`config.mk`:
```
export PLATFORM = sky130hd
export DESIGN_NAME = poly_tone_synth
export DESIGN_NICKNAME = d
export VERILOG_FILES = /design/src/rtl/poly_tone_synth.sv
export SDC_FILE = /design/constraint.sdc
export NUM_CORES = 1
export LEC_CHECK = 0
export ABC_AREA = 1
export BUFFER_PORTS_ARGS = -buffer_cell sky130_fd_sc_hd__buf_2
export CELL_PAD_IN_SITES_DETAIL_PLACEMENT = 0
export CELL_PAD_IN_SITES_GLOBAL_PLACEMENT = 1
export CORE_ASPECT_RATIO = 0.8
export CORE_MARGIN = 2
export CORE_UTILIZATION = 31
export DETAILED_ROUTE_END_ITERATION = 10
export GPL_TIMING_DRIVEN = 0
export HOLD_SLACK_MARGIN = 0.06
export MAX_ROUTING_LAYER = met4
export PLACE_DENSITY = 0.68
export SYNTH_ARGS = -nofsm -noshare
export SYNTH_HDL_FRONTEND = slang
export SYNTH_SLANG_ARGS = --single-unit
```
`constraint.sdc`:
```
create_clock -name clk_100M -period 4.8 [get_ports clk_100M]
set_input_delay 0.24 -clock clk_100M [delete_from_list [all_inputs] [get_ports clk_100M]]
set_output_delay 0.24 -clock clk_100M [all_outputs]
set_load 0.005 [all_outputs]
```
`src/rtl/poly_tone_synth.sv`:
```
// Multi-voice square-wave tone synthesiser with linear attack/release envelopes,
// a registered voice mixer and a single-bit PWM output stage for the amplifier.
module poly_tone_synth #(
  parameter int unsigned NUM_VOICES  = 4,
  parameter int unsigned ENV_DIV     = 100000,
  parameter int unsigned ENV_STEP    = 8,
  parameter int unsigned TONE_SHIFT  = 0,
  parameter bit          GAIN_LOW_DB = 1'b1
) (
  input  logic                              clk_100M,
  input  logic                              rst_n,
  input  logic [NUM_VOICES-1:0]             voice_gate,
  input  logic [3*NUM_VOICES-1:0]           voice_note,
  input  logic [3*NUM_VOICES-1:0]           voice_octave,
  output logic [8+$clog2(NUM_VOICES+1)-1:0] mix_level,
  output logic                              AIN,
  output logic                              GAIN,
  output logic                              NC,
  output logic                              ACTIVE
);

  localparam int unsigned MixW    = 8 + $clog2(NUM_VOICES + 1);
  localparam int unsigned PwmMax  = NUM_VOICES * 255 - 1;
  localparam int unsigned PwmW    = $clog2(NUM_VOICES * 255);
  localparam int unsigned EnvCntW = $clog2(ENV_DIV);

  function automatic logic [31:0] base_period(input logic [2:0] note);
    case (note)
      3'd1:    return 32'd1528902;
      3'd2:    return 32'd1362097;
      3'd3:    return 32'd1213491;
      3'd4:    return 32'd1145383;
      3'd5:    return 32'd1020420;
      3'd6:    return 32'd909091;
      3'd7:    return 32'd809908;
      default: return 32'd0;
    endcase
  endfunction

  function automatic logic [31:0] half_period(input logic [2:0] note, input logic [2:0] oct);
    logic [31:0] hp;
    hp = base_period(note) >> (32'(oct) + TONE_SHIFT);
    return (hp < 32'd2) ? 32'd2 : hp;
  endfunction

  function automatic logic [7:0] env_up(input logic [7:0] env);
    logic [8:0] sum;
    sum = {1'b0, env} + 9'(ENV_STEP);
    return sum[8] ? 8'hFF : sum[7:0];
  endfunction

  function automatic logic [7:0] env_down(input logic [7:0] env);
    return (env >= 8'(ENV_STEP)) ? env - 8'(ENV_STEP) : 8'd0;
  endfunction

  logic [NUM_VOICES-1:0] gate_dly_q, gate_dly_d;
  logic [NUM_VOICES-1:0] sq_q, sq_d;
  logic [2:0]            note_q [NUM_VOICES];
  logic [2:0]            note_d [NUM_VOICES];
  logic [2:0]            oct_q  [NUM_VOICES];
  logic [2:0]            oct_d  [NUM_VOICES];
  logic [31:0]           cnt_q  [NUM_VOICES];
  logic [31:0]           cnt_d  [NUM_VOICES];
  logic [7:0]            env_q  [NUM_VOICES];
  logic [7:0]            env_d  [NUM_VOICES];
  logic [EnvCntW-1:0]    env_div_q, env_div_d;
  logic                  tick;
  logic [MixW-1:0]       mix_q, mix_d;
  logic [PwmW-1:0]       pwm_q, pwm_d;
  logic                  ain_q, ain_d;
  logic                  active_q, active_d;

  // Per-voice note latch, tone counter and envelope.
  always_comb begin
    tick      = (env_div_q == EnvCntW'(ENV_DIV - 1));
    env_div_d = tick ? '0 : env_div_q + 1'b1;
    gate_dly_d = voice_gate;
    sq_d       = sq_q;
    note_d     = note_q;
    oct_d      = oct_q;
    cnt_d      = cnt_q;
    env_d      = env_q;
    for (int unsigned i = 0; i < NUM_VOICES; i++) begin
      if (voice_gate[i] && !gate_dly_q[i]) begin
        note_d[i] = voice_note[3*i +: 3];
        oct_d[i]  = voice_octave[3*i +: 3];
        cnt_d[i]  = 32'd1;
        sq_d[i]   = 1'b0;
      end else if (voice_gate[i] || env_q[i] != 8'd0) begin
        if (note_q[i] == 3'd0) begin
          sq_d[i] = 1'b0;
        end else if (cnt_q[i] >= half_period(note_q[i], oct_q[i])) begin
          sq_d[i]  = ~sq_q[i];
          cnt_d[i] = 32'd1;
        end else begin
          cnt_d[i] = cnt_q[i] + 32'd1;
        end
      end else begin
        sq_d[i]  = 1'b0;
        cnt_d[i] = 32'd1;
      end
      // The envelope runs independently of the latch, so a rise and a tick can coincide.
      if (tick) begin
        env_d[i] = voice_gate[i] ? env_up(env_q[i]) : env_down(env_q[i]);
      end
    end
  end

  // Mixer, PWM and amplifier enable all work from registered voice state.
  always_comb begin
    mix_d    = '0;
    active_d = 1'b0;
    for (int unsigned i = 0; i < NUM_VOICES; i++) begin
      if (sq_q[i]) begin
        mix_d = mix_d + MixW'(env_q[i]);
      end
      if (voice_gate[i] || env_q[i] != 8'd0) begin
        active_d = 1'b1;
      end
    end
    pwm_d = (pwm_q == PwmW'(PwmMax)) ? '0 : pwm_q + 1'b1;
    ain_d = (MixW'(pwm_q) < mix_q);
  end

  always_ff @(posedge clk_100M or negedge rst_n) begin
    if (!rst_n) begin
      gate_dly_q <= '0;
      sq_q       <= '0;
      note_q     <= '{default: '0};
      oct_q      <= '{default: '0};
      cnt_q      <= '{default: '0};
      env_q      <= '{default: '0};
      env_div_q  <= '0;
      mix_q      <= '0;
      pwm_q      <= '0;
      ain_q      <= 1'b0;
      active_q   <= 1'b0;
    end else begin
      gate_dly_q <= gate_dly_d;
      sq_q       <= sq_d;
      note_q     <= note_d;
      oct_q      <= oct_d;
      cnt_q      <= cnt_d;
      env_q      <= env_d;
      env_div_q  <= env_div_d;
      mix_q      <= mix_d;
      pwm_q      <= pwm_d;
      ain_q      <= ain_d;
      active_q   <= active_d;
    end
  end

  assign mix_level = mix_q;
  assign AIN       = ain_q;
  assign ACTIVE    = active_q;
  assign GAIN      = GAIN_LOW_DB;
  assign NC        = 1'b0;

endmodule

```
==> impl_metrics.ini <==
[outcome]
run_status = completed

[synthesis]
post_synth_instance_area_um2 = 18100
synth-edff-count = 0
yosys_register_bits = 224
post_syn_area_per_cell_um2 = 6.96
total_of_warnings_raised_by_yosys = 0
synthTopCellsByCount = sky130_fd_sc_hd__nand2_1, sky130_fd_sc_hd__inv_1, sky130_fd_sc_hd__o21ai_0
netlist_instances = 2595
synth_nets = 2760
ys_seq_area_share_pct = 31.0
post-synth-top-count-cell = sky130_fd_sc_hd__nand2_1
synth.area.top_cells = sky130_fd_sc_hd__dfrtp_1, sky130_fd_sc_hd__nand2_1, sky130_fd_sc_hd__ha_1
synth_top_cell_by_area = sky130_fd_sc_hd__dfrtp_1
post_synth_num_cell_types = 58
yosys_most_used_dff = sky130_fd_sc_hd__dfrtp_1
asr_flop_ratio_synth_pct = 100
synth_top_area_share_pct = 31.0

[final_layout]
area.sequential_um2 = 5610
final-instance-count-excl-fill = 3489
multi_input_area_um2 = 10800
nNetsFinal = 2863
final_design_area_no_fill_um2 = 20600
layout.core_utilization_pct = 35.6
syn_to_final_growth_pct = 14.2
filler_cell_count = 6213
drive_gt1_share_pct = 9.23

[cts]
cts.reportedPaths.clkPinSlew_ns = 0.06
clock_latency_ns = 0.57
clock_tree_from_tritoncts = done
cts_root_buf = sky130_fd_sc_hd__clkbuf_16
cts-buffers-inserted = 28
number_of_clock_sinks = 224
cts.htree.levels = 1
clock_path_buffers = 3

[setup_path]
critical_path_class = flop to flop
worst_setup_path_start_kind = flop
worst_ep_arrival_time_ns = 4.78
critical_path.endpoint_type = flop
max_fanout_on_critical_path = 8
critPathRequiredTime_ns = 5.27

[global_routing]
groute.layer.met3.usage_pct = 2.20
global_route_wire_length_before_repair_um = 80600
global_route.overflow_total = 0
groute.usage.overall_pct = 16.5
busiest_layer = met2
grt_start_max_net_pins = 84
grtUsageMet1_pct = 24.4
global_route.usage.met2_pct = 24.4
vias_in_the_first_global_route = 15800
initial_antenna_violation_count = 2

[place]
gpl.final_weighted_congestion = 0.906
placed_area_um2 = 19300
detailed_placement_wirelength_estimate_um = 37500
place.port_buffers = 42
dpl.cell_count = 3408
placement.setup.worst_slack_ns = 0.417

[drt]
drt_first_iter_violations = 1200
routed_wl_um = 48500
final_antenna_net_count = 0
drt-pass1-iter-count = 6
drt-vias-per-instance = 4.84
vias = 16900
drc = 0
routedWlPerCell_um = 13.9

[timing]
final-max-slew-violation-count = 0
fin_crit_ns = 4.32
worstMarginPinSlew_ns = 0.743
final.setup.worst_slack_ns = 0.484
rsz0062_at_grt = no
timing.final.crit_share_pct = 89.9
layout_skew_ns = 0.0294
finalHoldViolations = 0
setup_viol = 0
fmaxAchievable_mhz = 232
maxSlewHeadroom_pct = 50.3

[floorplanning]
die_area_um2 = 60200
die_width_um = 274
core_region_area_um2 = 57900
floorplan.rows = 79
ios = 45
die_height_um = 220
start_util_pct = 31.2

[power_and_ir_drop]
power_density_nw_per_um2 = 305
vdd.ir_drop.worst_v = 0.000253
p_leak_uw = 0.00982

[min_path]
hold_path.class = primary input to asynchronous set/reset pin

[flow_run]
cap_viol_max_count = 0
==> state kept, by name, summed over array words and instances (netlist names) <==
register and flops:
oct_q 12, env_q 24, ACTIVE 1, pwm_q 10
mix_level 11, note_q 12, sq_q 4, env_div_q 17
cnt_q 128, gate_dly_q 4, AIN 1
==> critical path, cell delays in order (launching register included) <==
cell and delay [ns]:
sky130_fd_sc_hd__dfrtp_1 0.35, sky130_fd_sc_hd__buf_2 0.17, sky130_fd_sc_hd__nand2_1 0.12, sky130_fd_sc_hd__inv_1 0.07, sky130_fd_sc_hd__ha_1 0.21, sky130_fd_sc_hd__fa_1 0.37
sky130_fd_sc_hd__inv_1 0.06, sky130_fd_sc_hd__nand2_1 0.10, sky130_fd_sc_hd__or2_2 0.28, sky130_fd_sc_hd__nand3_1 0.06, sky130_fd_sc_hd__o21ai_0 0.16, sky130_fd_sc_hd__ha_1 0.40
sky130_fd_sc_hd__a21oi_1 0.18, sky130_fd_sc_hd__o21ai_0 0.11, sky130_fd_sc_hd__nand2_1 0.07, sky130_fd_sc_hd__nand2_1 0.05, sky130_fd_sc_hd__xor2_1 0.14, sky130_fd_sc_hd__o21ai_0 0.23
sky130_fd_sc_hd__inv_1 0.07, sky130_fd_sc_hd__ha_1 0.35, sky130_fd_sc_hd__nand2_1 0.08, sky130_fd_sc_hd__inv_1 0.06, sky130_fd_sc_hd__nand4_1 0.09, sky130_fd_sc_hd__o211ai_1 0.16
sky130_fd_sc_hd__nand3_1 0.14, sky130_fd_sc_hd__nand2_1 0.08, sky130_fd_sc_hd__inv_1 0.04
==> worst paths after layout <==
kind                                from            end  slack (ns)  cells after the start
max in group asynchronous          rst_n      note_q[0]        3.67                      3
min                                rst_n       oct_q[7]        0.27                      2
min in group clk_100M      voice_gate[0]  gate_dly_q[0]        0.38                      2
max reg2reg                      sq_q[0]   mix_level[8]        0.48                     26
min reg2reg                 env_div_q[0]   env_div_q[0]        0.46                      1
max                              sq_q[0]   mix_level[8]        0.48                     26
==> cell type report <==
class / instances / share of cell area [%]
well taps: 769 / 4.66
diodes: 1 / 0.0121
clock buffers: 36 / 3.89
repair buffers: 73 / 2.74
clock inverters: 15 / 1.15
multi-input cells: 1969 / 52.4
flip-flops and latches: 224 / 27.2
plain buffers: 89 / 2.28
inverters: 313 / 5.69
==> power by group <==
part / total [µW] / leakage [µW] / switching, µW / internal, µW
combinational: 1790 / 0.00636 / 1170 / 616
sequential: 2120 / 0.00296 / 135 / 1980
clock: 2390 / 0.000509 / 893 / 1500
total: 6300 / 0.00982 / 2200 / 4100
==> kinds of logic (layout without fill, tap and decap cells) <==
kind of cell	after synthesis	after routing	synth area share [%]
and+or+nand+nor	1235	1235	30.1
AOI/OAI and AO/OA	496	496	15.2
buffers and inverters	402	526	9.11
DFF	224	224	31.0
adders and majority gates	135	135	9.52
xor gates and xnor gates	94	94	4.56
muxes	7	7	0.388
other	2	3	0.0416
==> per-stage QoR <==
step | TNS (ns) | hold WS, ns | power [µW]
after floorplan | 0 | -0.0556 | 3420
after global placement | -202.75 | 0.421 | 3890
after detailed placement | 0 | 0.280 | 3910
after CTS | 0 | 0.303 | 6370
after global routing | 0 | 0.322 | 6740
final | 0 | 0.265 | 6300
==> routing by layer <==
metal	part of all wire [%]	vias up	wire length, µm
met1	52	7760	25400
met3	4.3	53	2090
met2	42	348	20300
met4	1.4	0	676
met5	0	-	0
li1	-	8738	-
==> layout by cell type, fill, tap and decap left out, drive strengths merged, types with 7 or more instances in the layout <==
cell type and count:
xor2 70, nand4 66, nand3 127, nor2 239, clkinv 10, a31oi 7, a21oi 109, nor3 56
buf 93, o21ai 323, nor4 14, inv 310, o22ai 11, dlygate4sd3 29, clkbuf 76, xnor2 24
ha 131, nand2 716, dfrtp 224, o211ai 13, mux2i 7
==> timing repair <==
item | CTS | global route
setup endpoints to repair | 0 | 1
buffers inserted | 0 | 0
hold buffers | 29 | 0
hold endpoints to repair | 106 | 0
resized for setup | 0 | 2
Note: power is estimated with default switching activity, not from simulation.
